File: config.mk
export PLATFORM = sky130hd
export DESIGN_NAME = mem_port_arbiter
export DESIGN_NICKNAME = d
export VERILOG_FILES = /design/src/rtl/mem_port_arbiter.sv
export SDC_FILE = /design/constraint.sdc
export NUM_CORES = 1
export LEC_CHECK = 0
export ABC_AREA = 1
export BUFFER_PORTS_ARGS = -buffer_cell sky130_fd_sc_hd__clkbuf_2
export CORE_MARGIN = 10
export CORE_UTILIZATION = 30
export CTS_BUF_LIST = sky130_fd_sc_hd__clkbuf_4
export CTS_CLUSTER_SIZE = 40
export DETAILED_ROUTE_END_ITERATION = 7
export PLACE_DENSITY = 0.57
export SETUP_SLACK_MARGIN = 0.02
export SLEW_MARGIN = 10
export SYNTH_ARGS = -nofsm -noshare
export SYNTH_HDL_FRONTEND = slang
export SYNTH_SLANG_ARGS = --single-unit
File: constraint.sdc
create_clock -name clk -period 1.6 [get_ports clk]
set_input_delay 0.32 -clock clk [delete_from_list [all_inputs] [get_ports clk]]
set_output_delay 0.32 -clock clk [all_outputs]
set_load 0.05 [all_outputs]
File: src/rtl/mem_port_arbiter.sv
// mem_port_arbiter: shares one memory port between fetch (imem) and data (dmem) requesters.
// Fixed dmem priority by default; define MEM_ARB_RR_EN for round-robin tie-break on collisions.
module mem_port_arbiter #(
  parameter int XLEN   = 32,
  parameter int MASK_W = 4
) (
  input  logic              clk,
  input  logic              rst,
  input  logic [XLEN-1:0]   imem_addr,
  input  logic [MASK_W-1:0] imem_rmask,
  output logic [XLEN-1:0]   imem_rdata,
  output logic              imem_resp,
  input  logic [XLEN-1:0]   dmem_addr,
  input  logic [MASK_W-1:0] dmem_rmask,
  input  logic [MASK_W-1:0] dmem_wmask,
  input  logic [XLEN-1:0]   dmem_wdata,
  output logic [XLEN-1:0]   dmem_rdata,
  output logic              dmem_resp,
  output logic [XLEN-1:0]   mem_addr,
  output logic [MASK_W-1:0] mem_rmask,
  output logic [MASK_W-1:0] mem_wmask,
  output logic [XLEN-1:0]   mem_wdata,
  input  logic [XLEN-1:0]   mem_rdata,
  input  logic              mem_resp,
  output logic              busy
);
  typedef enum logic [1:0] {IDLE, I_WAIT, D_WAIT} state_t;
  state_t              state_q, state_d;
  logic                i_pend_q, i_pend_d, d_pend_q, d_pend_d;
  logic [XLEN-1:0]     i_addr_q, i_addr_d, d_addr_q, d_addr_d, d_wdata_q, d_wdata_d;
  logic [MASK_W-1:0]   i_rmask_q, i_rmask_d, d_rmask_q, d_rmask_d, d_wmask_q, d_wmask_d;
  logic                i_req, d_req, idle, gnt_i, gnt_d;
  assign i_req = |imem_rmask;
  assign d_req = |(dmem_rmask | dmem_wmask);
  assign idle  = (state_q == IDLE);
`ifdef MEM_ARB_RR_EN
  logic last_q, last_d;
  // last_q: 0 = imem granted last, 1 = dmem granted last
  assign gnt_d = idle && d_pend_q && (!i_pend_q || !last_q);
  assign gnt_i = idle && i_pend_q && !gnt_d;
  assign last_d = gnt_d ? 1'b1 : gnt_i ? 1'b0 : last_q;
`else
  assign gnt_d = idle && d_pend_q;
  assign gnt_i = idle && i_pend_q && !d_pend_q;
`endif
  always_comb begin
    i_pend_d  = i_pend_q & ~gnt_i;
    i_addr_d  = i_addr_q;
    i_rmask_d = i_rmask_q;
    d_pend_d  = d_pend_q & ~gnt_d;
    d_addr_d  = d_addr_q;
    d_rmask_d = d_rmask_q;
    d_wmask_d = d_wmask_q;
    d_wdata_d = d_wdata_q;
    if (i_req && !i_pend_q) begin
      i_pend_d  = 1'b1;
      i_addr_d  = imem_addr;
      i_rmask_d = imem_rmask;
    end
    if (d_req && !d_pend_q) begin
      d_pend_d  = 1'b1;
      d_addr_d  = dmem_addr;
      d_rmask_d = dmem_rmask;
      d_wmask_d = dmem_wmask;
      d_wdata_d = dmem_wdata;
    end
    state_d = idle ? (gnt_d ? D_WAIT : gnt_i ? I_WAIT : IDLE)
                   : (mem_resp ? IDLE : state_q);
  end
  always_ff @(posedge clk or negedge rst) begin
    if (!rst) begin
      state_q   <= IDLE;
      i_pend_q  <= 1'b0;
      i_addr_q  <= '0;
      i_rmask_q <= '0;
      d_pend_q  <= 1'b0;
      d_addr_q  <= '0;
      d_rmask_q <= '0;
      d_wmask_q <= '0;
      d_wdata_q <= '0;
`ifdef MEM_ARB_RR_EN
      last_q    <= 1'b0;
`endif
    end else begin
      state_q   <= state_d;
      i_pend_q  <= i_pend_d;
      i_addr_q  <= i_addr_d;
      i_rmask_q <= i_rmask_d;
      d_pend_q  <= d_pend_d;
      d_addr_q  <= d_addr_d;
      d_rmask_q <= d_rmask_d;
      d_wmask_q <= d_wmask_d;
      d_wdata_q <= d_wdata_d;
`ifdef MEM_ARB_RR_EN
      last_q    <= last_d;
`endif
    end
  end
  assign mem_addr   = gnt_d ? d_addr_q : gnt_i ? i_addr_q : '0;
  assign mem_rmask  = gnt_d ? d_rmask_q : gnt_i ? i_rmask_q : '0;
  assign mem_wmask  = gnt_d ? d_wmask_q : '0;
  assign mem_wdata  = gnt_d ? d_wdata_q : '0;
  assign imem_resp  = (state_q == I_WAIT) && mem_resp;
  assign dmem_resp  = (state_q == D_WAIT) && mem_resp;
  assign imem_rdata = imem_resp ? mem_rdata : '0;
  assign dmem_rdata = dmem_resp ? mem_rdata : '0;
  assign busy       = !idle;
endmodule

==> summary.md, run 1 <==
| Metric | Value |
|---|---|
| Status | `complete, but fails checks` |
| Failing checks | `setup timing` |
| Crit share post-route | `138%` |
| Crit end category | `output pin` |
| Final Hold Viols | `0` |
| Top FF cell, synth | `dfrtp_1` |
| TritonRoute pass-1 iters | `7` |
| Buf/Inv on CP | `5` |
| Routed wl met3 | `2.51 mm` |
| Worst setup endpoint | `imem_rdata[6]` |
| Reg2reg path depth | `6` |
| Max stage delay on crit path | `0.44 ns` |
| 1st-iter DRT viols | `346` |
| Total Routing Usage GR | `18.3%` |
| Syn_nets | `938` |
| Non-filler instance count after layout | `1322` |
| Worst hold start | `dmem_wmask[0]` |
| Critical path launch point | `state_q[1]` |
| Crit-path cells | `buf_4 > buf_6 > inv_4 > nand3_4 > clkbuf_16 > nor2_4 > buf_12` |
| Top layer in use | `met4` |
| Slowest CP cell | `dfrtp_1` |
| Most frequent cell after synthesis | `nand2_1` |
| Vert. Die Dim | `157 um` |
| Via Count | `6152` |
| Cell area after synthesis | `5610 um2` |
| Critical Path Source Type | `flip-flop` |
| Static Leak | `0.00551 uW` |
| Slew @ Worst Pin | `0.353 ns` |
| Clk buf depth | `2` |
| GPL Wtd Cong | `0.799` |
| Synth top area share | `50.0%` |
| Pre-CTS setup slack | `-0.120 ns` |
| Vias in the first global route | `6217` |
| Shortest period the worst path allows | `2.21 ns` |
| M1 WL | `9.22 mm` |
| Vias per std cell | `4.65` |
| CTS tree | `built` |
| Final antenna-violating net count | `0` |
| DR WL/cell | `18.3 um` |
| Clock Root Buffer | `clkbuf_4` |
| Final setup skew | `0.0165 ns` |
| Top Ports | `282` |
| DP Wirelength | `17.8 mm` |
| RSZ-0062 raised after global routing | `true` |
| Worst setup margin | `-0.606 ns` |
| Critical path class | `reg2out` |
| Max-cap violations | `0` |
| R2R Setup Slk | `0.19 ns` |
| Later-pin clock latency in the skew report | `0.49 ns` |
| Area Growth Syn to Fin | `99.4%` |
| Num Clock Sinks | `112` |
| Crit. path cell count | `7` |
| CTS H-tree lvls | `3` |
| Die extent in x | `157 um` |
| Endpoints failing setup | `139` |
| Yosys warnings | `0` |
| Starting Density | `30.9%` |
| Synth Instances | `795` |
| Residual DRC | `0` |
| Synth top cells by count | `nand2_1, nand3_1, dfrtp_1` |
| Area leader, netlist | `dfrtp_1` |
| Relative slew slack | `76.5%` |
| Data arrival, critical path | `1.89 ns` |
| Max FO, Critical Path | `8` |
| Die ar. | `24600 um2` |
| Largest cells by area after synthesis | `dfrtp_1, nand2_1, nand3_1` |
| GRT Residual Overflow | `0` |
| Worst EP required | `1.28 ns` |
| Crit-path leading delay family | `buffers and inverters` |
| CTS Buf Count | `9` |
| Placed cell area | `10000 um2` |
| Final Max Tran Viols | `0` |
| Rows | `49` |
| Max VDD drop | `1.19 mV` |
| FFs w/ async S/R, synth | `100%` |
| Library cells used by synthesis | `16` |
| Post-route cell area | `11200 um2` |
| Nets | `1229` |
| Register area share after synthesis | `50.0%` |
| Met2 wire len | `12.1 mm` |
| Fmax | `453 MHz` |
| Fillers | `1495` |
| Synthesized area per cell | `7.05 um2` |
| Initial antenna violation count | `2` |
| Share of cells above drive strength 1 | `46.3%` |
| R2r endpoint | `i_addr_q[10]` |
| Clock slew at reported path FFs | `0.17 ns` |
| Routed wire length | `24.2 mm` |
| # port buffers | `281` |
| #FFs+latches synth | `112` |
| HP Class | `in2reg` |
| Setup TNS Final | `-77.48 ns` |
| Largest net degree at the start of global routing | `60` |
| Post-Place Cells | `1284` |
| First-pass GRT wire length | `35.6 mm` |
| EDFF count, synth | `0` |
| PD cells | `2050 nW/um2` |
| Core area | `18100 um2` |
| Fin Hold WS | `0.0351 ns` |
| Worst r2r src | `i_pend_q` |
sequential cells by signal (all words and copies together) (netlist names):
register and flops:
d_wmask_q 4, d_addr_q 32, i_addr_q 32, d_wdata_q 32, i_pend_q 1, d_rmask_q 4, d_pend_q 1, state_q 2
i_rmask_q 4
logic make-up (layout without fill, tap and decap cells):
group	Yosys count	after routing	share of synthesized area, %
buf+inv	130	426	9.46
other cells	0	2	0
flops	112	112	50.0
compound gates	5	5	0.558
simple gates	548	548	40.0
per-stage QoR:
| stage | utilization (%) | power (uW) |
|---|---|---|
| after floorplan | - | 13200 |
| after global placement | 55.4 | 20000 |
| after detailed placement | 55.4 | 20100 |
| after CTS | 58.0 | 22200 |
| after global routing | 61.6 | 24300 |
| final | 61.6 | 22900 |
timing repair:
item,4_1_cts,5_1_grt
setup buffers,3,4
gates cloned,2,11
gates resized for setup,83,91
pin swaps,0,4
setup endpoints to repair,139,153
hold buffers,1,0
hold endpoints to repair,18,0
cells in the final DEF, fill, tap and decap left out:
cell type / netlist / final
buf_16: 0 / 3
nand3_4: 0 / 2
dfrtp_2: 0 / 1
o21ai_0: 3 / 3
buf_8: 0 / 1
nand2_4: 0 / 30
nand2_1: 299 / 256
inv_6: 0 / 1
buf_4: 4 / 20
nor2_1: 106 / 6
clkbuf_16: 0 / 8
dfrtp_1: 112 / 111
nand3_1: 140 / 137
buf_6: 0 / 5
buf_12: 0 / 154
o21bai_1: 1 / 1
clkinvlp_4: 0 / 1
clkbuf_4: 0 / 11
nand3_2: 0 / 1
nand2_2: 1 / 13
bufinv_16: 0 / 1
clkinv_2: 0 / 2
inv_2: 1 / 3
inv_4: 0 / 3
inv_1: 76 / 71
dlygate4sd3_1: 0 / 1
nor2_4: 0 / 101
o21ai_4: 0 / 1
nand2_8: 0 / 1
clkbuf_2: 0 / 141
diode_2: 0 / 2
nor3_4: 0 / 1
worst min-delay path by stage:
stage	endpoint	slack (ns)	cells after the start
6_report	d_wmask_q[0]	0.04	3
5_1_grt	d_wdata_q[19]	0.004	3
4_1_cts	d_wdata_q[10]	0.0003	3
3_5_place_dp	i_addr_q[8]	0.25	1
3_3_place_gp	i_addr_q[11]	0.26	1
2_1_floorplan	d_addr_q[0]	0.02	0
final cells by class:
type / instances / area (um2) / share of cell area [%]
diodes: 2 / 5.00 / 0.0448
clock buffers: 11 / 82.6 / 0.739
clock inverters: 5 / 56.3 / 0.504
inverters: 77 / 297 / 2.65
multi-input cells: 553 / 3350 / 29.9
flip-flops and latches: 112 / 2800 / 25.1
well taps: 229 / 287 / 2.56
repair buffers: 333 / 4300 / 38.5
layer usage:
metal	track usage [%]	vias to the layer above
met5	0	-
met4	5.08	0
met3	7.84	30
met2	30.3	250
met1	21.3	2859
li1	-	3013
report_power, final:
group	switching [uW]	internal (uW)	leakage, uW
logic	9450	7000	0.00406
registers	814	4200	0.00137
clock network	942	514	0.0000773
tightest hold or removal path: stages:
cell,delay (ns)
clkbuf_2,0.09
nand2_1,0.06
nand2_1,0.05
Power figures use the tool's default switching activity.
==> run 2: changes to the inputs <==
Settings changed: CELL_PAD_IN_SITES_DETAIL_PLACEMENT from default to 0, CELL_PAD_IN_SITES_GLOBAL_PLACEMENT from default to 1, PLACE_DENSITY 0.57 to 0.78.
==> run 2 against run 1 <==
Effect of this change:
- the flow still finishes with violations (setup timing)
- via count fell by 2.0%
- die area did not move
- clock-buffer cell count fell by 2
- power fell by 3.0%
- sequential share of layout area rose by 0.32 points
- utilization fell by 0.77 points
- wire length fell by 3.1%
- clock skew fell by 0.0011 ns
- global-route usage barely moved
- cell area fell by 1.3%
- critical endpoint is now imem_rdata[3]
- largest power group unchanged
==> summary.md, run 2 (same netlist as run 1, synthesis figures left out) <==
| Metric | Value |
|---|---|
| Failing checks | `setup timing` |
| Worst EP required | `1.28 ns (about the same)` |
| Max stage delay on crit path | `0.45 ns (about the same)` |
| Shortest period the worst path allows | `2.20 ns (-0.00322 ns)` |
| Crit end category | `output pin` |
| Share of cells above drive strength 1 | `45.2% (-1.1 points)` |
| Vias per std cell | `4.57 (-1.8%)` |
| Core area | `18100 um2 (unchanged)` |
| Worst hold start | `imem_addr[25]` |
| First-pass GRT wire length | `35.8 mm (+0.52%)` |
| RSZ-0062 raised after global routing | `true` |
| Finished Core Util | `60.8% (-0.77 points)` |
| TritonRoute pass-1 iters | `4 (-3)` |
| Vert. Die Dim | `157 um (unchanged)` |
| Clk buf depth | `2 (unchanged)` |
| Largest net degree at the start of global routing | `69 (+15%)` |
| Routed wire length | `23.4 mm (-3.1%)` |
| Post-route cell area | `11000 um2 (-1.3%)` |
| Status | `complete, but fails checks` |
| Fillers | `1505 (+0.67%)` |
| Final setup skew | `0.0153 ns (-0.00114 ns)` |
| Crit-path cells | `buf_4 > buf_6 > inv_4 > nand3_4 > clkbuf_16 > nor2_4 > buf_12` |
| HP Class | `in2reg` |
| Critical Path Source Type | `flip-flop` |
| Worst setup margin | `-0.603 ns (+0.00322 ns)` |
| Initial antenna violation count | `1 (-1)` |
| Rows | `49 (unchanged)` |
| Critical path class | `reg2out` |
| Clock Root Buffer | `clkbuf_4` |
| Total Routing Usage GR | `18.4% (+0.047 points)` |
| DR WL/cell | `17.8 um (-3.0%)` |
| PD cells | `2010 nW/um2 (-1.7%)` |
| Biggest regs | `d_addr_q: 32 flops, d_wdata_q: 32 flops, i_addr_q: 32 flops` |
| Die ar. | `24600 um2 (unchanged)` |
| Critical path launch point | `state_q[1]` |
| Vias in the first global route | `6341 (+2.0%)` |
| DP Wirelength | `17.3 mm (-3.2%)` |
| Starting Density | `30.9% (unchanged)` |
| Placed cell area | `10000 um2 (-0.17%)` |
| Area Growth Syn to Fin | `96.9%` |
| Clock slew at reported path FFs | `0.18 ns (about the same)` |
| Final antenna-violating net count | `0 (unchanged)` |
| Max FO, Critical Path | `8 (unchanged)` |
| Relative slew slack | `62.0% (-14 points)` |
| Later-pin clock latency in the skew report | `0.48 ns (about the same)` |
| Slew @ Worst Pin | `0.567 ns (+0.215 ns)` |
| Top Ports | `282 (unchanged)` |
| Fin Hold WS | `0.0383 ns (+0.00318 ns)` |
| Nets | `1227 (-0.16%)` |
| Endpoints failing setup | `139 (unchanged)` |
| Fmax | `454 MHz (+0.15%)` |
| Worst r2r src | `d_pend_q` |
| CTS Buf Count | `9 (unchanged)` |
| GPL Wtd Cong | `0.795 (-0.45%)` |
| # port buffers | `281 (unchanged)` |
| Data arrival, critical path | `1.88 ns (about the same)` |
| Max VDD drop | `1.24 mV (+3.4%)` |
| Crit share post-route | `138% (-0.20 points)` |
| Pre-CTS setup slack | `-0.0814 ns (+0.0387 ns)` |
| Num Clock Sinks | `112 (unchanged)` |
| 1st-iter DRT viols | `268 (-23%)` |
| Most common cell after layout, fill and taps aside | `nand2_1` |
| Via Count | `6032 (-2.0%)` |
| Final Max Tran Viols | `0 (unchanged)` |
| CTS tree | `built` |
| Residual DRC | `0 (unchanged)` |
| Final Hold Viols | `0 (unchanged)` |
| GRT Residual Overflow | `0 (unchanged)` |
| Most frequent cells in the layout | `nand2_1, buf_12, clkbuf_2, nand3_1, dfrtp_1` |
| Max-cap violations | `0 (unchanged)` |
| Die extent in x | `157 um (unchanged)` |
| Static Leak | `0.00543 uW (-1.4%)` |
| CTS H-tree lvls | `3 (unchanged)` |
| Slowest CP cell | `dfrtp_1` |
## run 2: report_power, final
part           internal, uW  switching [uW]  total, uW
Combinational          6700            9250      15900
Sequential             4200             813       5010
Clock                   320             963       1280
Total                 11200           11000      22200
## run 2: stage by stage
step / std cells / total power (uW) / setup TNS, ns
after global routing: 1320 / 23600 / -91.82
after floorplan: 795 / 13200 / -14.10
after global placement: 1285 / 19900 / -2.66
after detailed placement: 1285 / 20000 / -3.13
after CTS: 1312 / 22100 / -78.36
final: 1320 / 22200 / -74.39
## run 2: path summary, 6_finish.rpt
kind	to	slack (ns)	cells after the start
worst max-delay path	imem_rdata[3]	-0.60	7
min in group asynchronous	i_addr_q[17]	0.28	2
worst min-delay path	i_addr_q[25]	0.04	3
worst max register to register	d_wdata_q[27]	0.09	6
worst min register to register	d_wdata_q[6]	0.49	2
max in group asynchronous	d_wdata_q[21]	0.77	3
## run 2: critical path: cells and delay by family (launching register included)
| kind | cells | cell delay (ns) |
|---|---|---|
| simple gates | 2 | 0.26 |
| buf+inv | 5 | 0.69 |
| flops | 1 | 0.45 |
## run 2: what timing repair did
item,4_1_cts,5_1_grt
hold endpoints to repair,26,0
endpoints found under the setup margin,139,189
cloned,3,4
hold buffers,6,0
pin swaps,0,2
gates resized for setup,116,54
setup buffers,2,3
## run 2: per-layer routing
layer  vias to the layer above  routed length, um  global-route usage, %
met5                         -                  0                      0
met4                         0                345                   4.85
met3                        19               2390                   7.65
met2                       236              11500                   30.7
met1                      2773               9230                   21.2
li1                       3004                  -                      -
## run 2: cell type report
| class | instances | area [um2] | area share, % |
|---|---|---|---|
| clock buffer | 9 | 67.6 | 0.612 |
| timing repair buffer | 331 | 4200 | 38.1 |
| multi-input combinational | 553 | 3330 | 30.1 |
| antenna | 2 | 5.00 | 0.0453 |
| inverter | 77 | 297 | 2.69 |
| clock inverter | 7 | 47.5 | 0.431 |
| tap | 229 | 287 | 2.60 |
| sequential | 112 | 2800 | 25.4 |
